**src/rtl/inst_issuer.sv**
```systemverilog
`default_nettype none
// ============================================================================
// Module      : inst_issuer
// Description : Issues 32-bit instruction words from a small loadable program
//               memory under a valid/ready handshake. Inserts a one-cycle
//               bubble after every lw and stops on HALT, an illegal opcode or
//               the last memory word.
// Revision    : 1.0 - initial release
// ============================================================================
module inst_issuer #(
    parameter int DEPTH = 16,
    parameter int AW    = 4
) (
    input  logic          clk,
    input  logic          reset,
    input  logic          load_en,
    input  logic [AW-1:0] load_addr,
    input  logic [31:0]   load_data,
    input  logic          start,
    output logic [31:0]   Inst,
    output logic          inst_valid,
    input  logic          inst_ready,
    output logic [AW-1:0] pc,
    output logic          busy,
    output logic          done,
    output logic          err,
    output logic [AW:0]   issue_cnt
);

    typedef enum logic [1:0] {
        ST_IDLE   = 2'd0,
        ST_RUN    = 2'd1,
        ST_BUBBLE = 2'd2,
        ST_DONE   = 2'd3
    } state_t;

    localparam logic [AW-1:0] LAST_ADDR = AW'(DEPTH - 1);
    localparam logic [5:0]    OP_HALT   = 6'd0;
    localparam logic [5:0]    OP_LW     = 6'd2;
    localparam logic [5:0]    OP_MAX    = 6'd6;

    logic [31:0]   mem_q [DEPTH];
    state_t        state_q, state_d;
    logic [AW-1:0] pc_q, pc_d;
    logic [AW:0]   cnt_q, cnt_d;
    logic          err_q, err_d;

    logic [31:0]   word_w;
    logic [5:0]    opcode_w;
    logic          mem_we_w;
    logic          valid_w;

    // The word at the current pc is what gets offered; its opcode steers the FSM.
    assign word_w   = mem_q[pc_q];
    assign opcode_w = word_w[31:26];

    // Program writes are only accepted while the sequencer is parked.
    assign mem_we_w = load_en && ((state_q == ST_IDLE) || (state_q == ST_DONE));

    // Program memory: no reset, so a loaded program survives a reset.
    always_ff @(posedge clk) begin
        if (mem_we_w) begin
            mem_q[load_addr] <= load_data;
        end
    end

    // State, program counter, issue counter and sticky error flag.
    always_ff @(posedge clk or negedge reset) begin
        if (!reset) begin
            state_q <= ST_IDLE;
            pc_q    <= '0;
            cnt_q   <= '0;
            err_q   <= 1'b0;
        end else begin
            state_q <= state_d;
            pc_q    <= pc_d;
            cnt_q   <= cnt_d;
            err_q   <= err_d;
        end
    end

    // Next-state and handshake logic; a stalled handshake holds everything.
    always_comb begin
        state_d = state_q;
        pc_d    = pc_q;
        cnt_d   = cnt_q;
        err_d   = err_q;
        valid_w = 1'b0;
        case (state_q)
            ST_IDLE, ST_DONE: begin
                if (start) begin
                    state_d = ST_RUN;
                    pc_d    = '0;
                    cnt_d   = '0;
                    err_d   = 1'b0;
                end
            end
            ST_RUN: begin
                if (opcode_w == OP_HALT) begin
                    state_d = ST_DONE;
                end else if (opcode_w > OP_MAX) begin
                    err_d   = 1'b1;
                    state_d = ST_DONE;
                end else begin
                    valid_w = 1'b1;
                    if (inst_ready) begin
                        cnt_d = cnt_q + (AW+1)'(1);
                        if (pc_q == LAST_ADDR) begin
                            state_d = ST_DONE;
                        end else begin
                            pc_d    = pc_q + AW'(1);
                            state_d = (opcode_w == OP_LW) ? ST_BUBBLE : ST_RUN;
                        end
                    end
                end
            end
            ST_BUBBLE: begin
                state_d = ST_RUN;
            end
            default: begin
                state_d = ST_IDLE;
            end
        endcase
    end

    assign inst_valid = valid_w;
    assign Inst       = valid_w ? word_w : 32'd0;
    assign pc         = pc_q;
    assign busy       = (state_q == ST_RUN) || (state_q == ST_BUBBLE);
    assign done       = (state_q == ST_DONE);
    assign err        = err_q;
    assign issue_cnt  = cnt_q;

endmodule
`default_nettype wire

```
**config.mk**
```make
export PLATFORM = sky130hd
export DESIGN_NAME = inst_issuer
export DESIGN_NICKNAME = d
export VERILOG_FILES = /design/src/rtl/inst_issuer.sv
export SDC_FILE = /design/constraint.sdc
export NUM_CORES = 1
export LEC_CHECK = 0
export ABC_AREA = 1
export BUFFER_PORTS_ARGS = -buffer_cell sky130_fd_sc_hd__buf_2
export CORE_AREA = 2 2 234 236
export DETAILED_ROUTE_END_ITERATION = 8
export DIE_AREA = 0 0 236 238
export HOLD_SLACK_MARGIN = 0.05
export PLACE_DENSITY_LB_ADDON = 0.08
export SETUP_SLACK_MARGIN = 0.15
export SLEW_MARGIN = 20
export SYNTH_ARGS = -nofsm -noshare
export SYNTH_HDL_FRONTEND = slang
export SYNTH_SLANG_ARGS = --single-unit
```
**constraint.sdc**
```tcl
create_clock -name clk -period 2.6 [get_ports clk]
set_input_delay 0 -clock clk [delete_from_list [all_inputs] [get_ports clk]]
set_output_delay 0 -clock clk [all_outputs]
set_load 0.005 [all_outputs]
```
==> key figures <==
Run status
  • Outcome: finished with violations
  • Failing checks: negative setup slack

Yosys
  • Post-synth EDFFs: 512
  • Synth top area share: 72.1%
  • Mapped Avg Cell Area: 12.2 sq um
  • Top cells by area, synth: edfxtp_1 (72%), nand2_1 (5.3%), o21ai_0 (4.6%), nor2_1 (4.0%), o22ai_1 (2.6%)
  • Synth Warn #: 0
  • Most area-hungry cell type in the Yosys netlist: edfxtp_1
  • Main synth FF type: edfxtp_1
  • Ys async rst share: 2.29%
  • Most common cell in the netlist: edfxtp_1
  • Synth unique cells: 33
  • Top cells by instance count after synthesis: edfxtp_1 (512), nand2_1 (303), nor2_1 (226)
  • Synthesized flop and latch total: 524
  • Post-Syn Instances: 1742
  • Syn Std Cell Area: 21300 sq um
  • Sequential element share of the synthesized area: 73.5%

Global route
  • Number of global-route vias before repair: 13600
  • Largest net degree at the start of global routing: 113
  • Antenna violations before repair: 3
  • Tot GR Track Use: 21.2%
  • First-pass GRT wire length: 88900 microns
  • Total gr overflow: 0

Setup path
  • Setup CP Type: flop to output port
  • CP Cell Sequence: buf_12 -> buf_8 -> clkbuf_16 -> nand2_2 -> nand3_1 -> nand3_1 -> nand3_2 -> nand2_4 -> nand3_4 -> nand3_4 -> nor2_4 -> nand2_8 -> buf_12 -> nor3_2 -> buf_2
  • CP startpoint kind: flop
  • Worst-path fanout max: 7
  • CP arrival: 3.02 ns
  • Flop2flop setup slack: 0.04 ns
  • R2R depth: 18
  • Crit-path slowest cell: dfrtp_4
  • CP peak stage delay: 0.47 ns
  • Reg2reg start: pc[0]
  • Critical Path RT: 2.60 ns
  • Reg2Reg Capture Point: issue_cnt[1]
  • Crit end category: output port

STA
  • Setup-violating endpoint count in the final report: 30
  • Setup Skew: 0.0194 ns
  • Unrepaired setup endpoints after global routing: yes
  • Final worst slack: -0.418 ns
  • Final Cycle Share: 116%
  • Final Max Slew Viols: 0
  • Worst slew margin: 58.9%
  • Worst-Margin Slew: 0.615 ns
  • Fin crit period: 3.02 ns
  • Achievable frequency: 331 MHz
  • Fin. Hold Viols: 0
  • Hold WS: 0.281 ns

Floorplanning
  • Die Y: 238 microns
  • Die area: 56200 sq um
  • Cell Rows: 85
  • Die X: 236 microns
  • Core outline area: 53500 sq um
  • Initial Utilization: 39.9%
  • IO Pins: 86

Place
  • Port bufs: 82
  • Hpwl dp: 29600 microns
  • Placer Congestion: 0.809

Route
  • Routed len/inst: 22.7 microns
  • Routed WL: 60000 microns
  • Antenna Violating Nets Remaining: 0
  • Via density: 5.36
  • DR pass1 iterations: 5
  • Iteration-0 DRC Markers: 1141
  • DR vias: 14200
  • DRC viols: 0

Clock tree
  • CTS Buf Count: 56
  • Clock Tree Root: clkbuf_16
  • Clk buf depth: 3
  • Clock Pin Slew Worst Setup and Hold Paths: 0.06 ns
  • Htree depth: 2
  • CTS tree: yes
  • Sink Count: 524
  • Clock latency on the worst-skew pair: 0.60 ns

Worst hold path
  • HP Start: load_addr[2]
  • Hold Path Sink: mem_q[15][10]
  • Hold Path Class: input port to flop
  • Hold path cells: 4

Final layout
  • Layout cell share with drive strength beyond 1: 18.7%
  • Layout Area Growth over Synthesis: 22.6%
  • Post-layout util: 48.9%
  • Fillers: 4731
  • Final net count: 1945

Power
  • Power per standard cell area: 970 nW/um^2
  • P_leak: 9.41 nW
  • Tot Pwr: 25.4 mW
  • Max IR drop VDD: 0.000528 V

Job
  • Max cap viols: 0
==> per-layer routing <==
layer	share of wire, %	up-vias	track usage (%)
met5	0.035	-	0
met4	2.4	4	6.25
met3	4.3	98	2.66
met2	46	358	33.8
met1	47	7171	30.7
li1	-	6544	-
==> cell usage in the layout, fill, tap and decap left out, drive strengths merged <==
cell | synthesis | routed
conb | 1 | 3
dfrtp | 12 | 12
a21oi | 36 | 36
o21ai | 195 | 195
clkbuf | 72 | 69
nand3b | 2 | 2
xor2 | 3 | 3
and3 | 15 | 15
nand4 | 2 | 2
bufbuf | 0 | 2
ha | 4 | 4
o22ai | 89 | 89
nor3b | 1 | 1
bufinv | 0 | 6
nor3 | 15 | 15
a32o | 15 | 15
dlygate4sd3 | 0 | 36
nand3 | 107 | 107
nand2 | 306 | 306
edfxtp | 512 | 512
clkinv | 1 | 29
nor2 | 228 | 228
clkinvlp | 0 | 2
xnor2 | 1 | 1
buf | 43 | 170
diode | 0 | 2
inv | 82 | 85
==> worst max-delay path, delay by kind of cell (launching register included) <==
| kind | cells | cell delay, ns |
|---|---|---|
| buf+inv | 5 | 0.81 |
| simple gates | 10 | 1.13 |
| flops | 1 | 0.47 |
==> registers in the layout (all words and copies together), names as in the netlist <==
signal / flops
issue_cnt: 5
pc: 4
err: 1
state_q: 2
mem_q: 512
==> cells by family (layout without fill, tap and decap cells) <==
kind of cell	Yosys count	in the layout	synth area share, %
AND/OR/NAND/NOR	676	676	13.3
AO/OA/AOI/OAI	335	335	8.75
flip-flops	524	524	73.5
buffers and inverters	198	399	3.98
XOR/XNOR	4	4	0.164
adder cells (fa/ha/maj)	4	4	0.235
other	1	5	0.0176
==> through the flow <==
step	setup slack, ns	instances	area [sq um]	TNS, ns
after floorplan	-0.116	1744	21300	-43.95
after global placement	0.0965	2466	23000	0
after detailed placement	0.102	2466	23000	0
after CTS	-0.392	2624	25600	-10.00
after global routing	-0.520	2641	26100	-13.81
final	-0.418	2643	26200	-10.85
==> cell type report <==
cell class	instances	area (sq um)	area share [%]
antenna	2	5.00	0.0191
clock buffer	66	1460	5.58
clock inverter	37	334	1.28
inverter	83	348	1.33
multi-input combinational	1022	5300	20.3
sequential	524	15700	60.0
tap	696	871	3.33
timing repair buffer	211	2120	8.11
timing repair inverter	2	27.5	0.105
==> power breakdown <==
group | switching, mW | leakage, nW | internal [mW]
clock | 3.28 | 0.880 | 4.59
combinational | 4.99 | 3.77 | 2.86
sequential | 0.115 | 4.76 | 9.54
total | 8.38 | 9.41 | 17.0
==> timing repair <==
item / CTS / global route
endpoints found under the setup margin: 30 / 39
resized for setup: 57 / 68
endpoints found under the hold margin: 536 / 0
pin swaps: 6 / 9
setup buffers: 12 / 13
hold buffers: 36 / 0
cloned: 7 / 4
==> how the worst max path moves through the flow <==
stage,from,end,slack [ns]
after global placement,pc[0],Inst[18],0.1
final,pc[0],Inst[21],-0.42
after CTS,pc[0],Inst[3],-0.39
after floorplan,state_q[0],mem_q[11][0],-0.12
after global routing,pc[0],Inst[3],-0.52
after detailed placement,pc[0],Inst[18],0.10
Power figures use the tool's default switching activity.
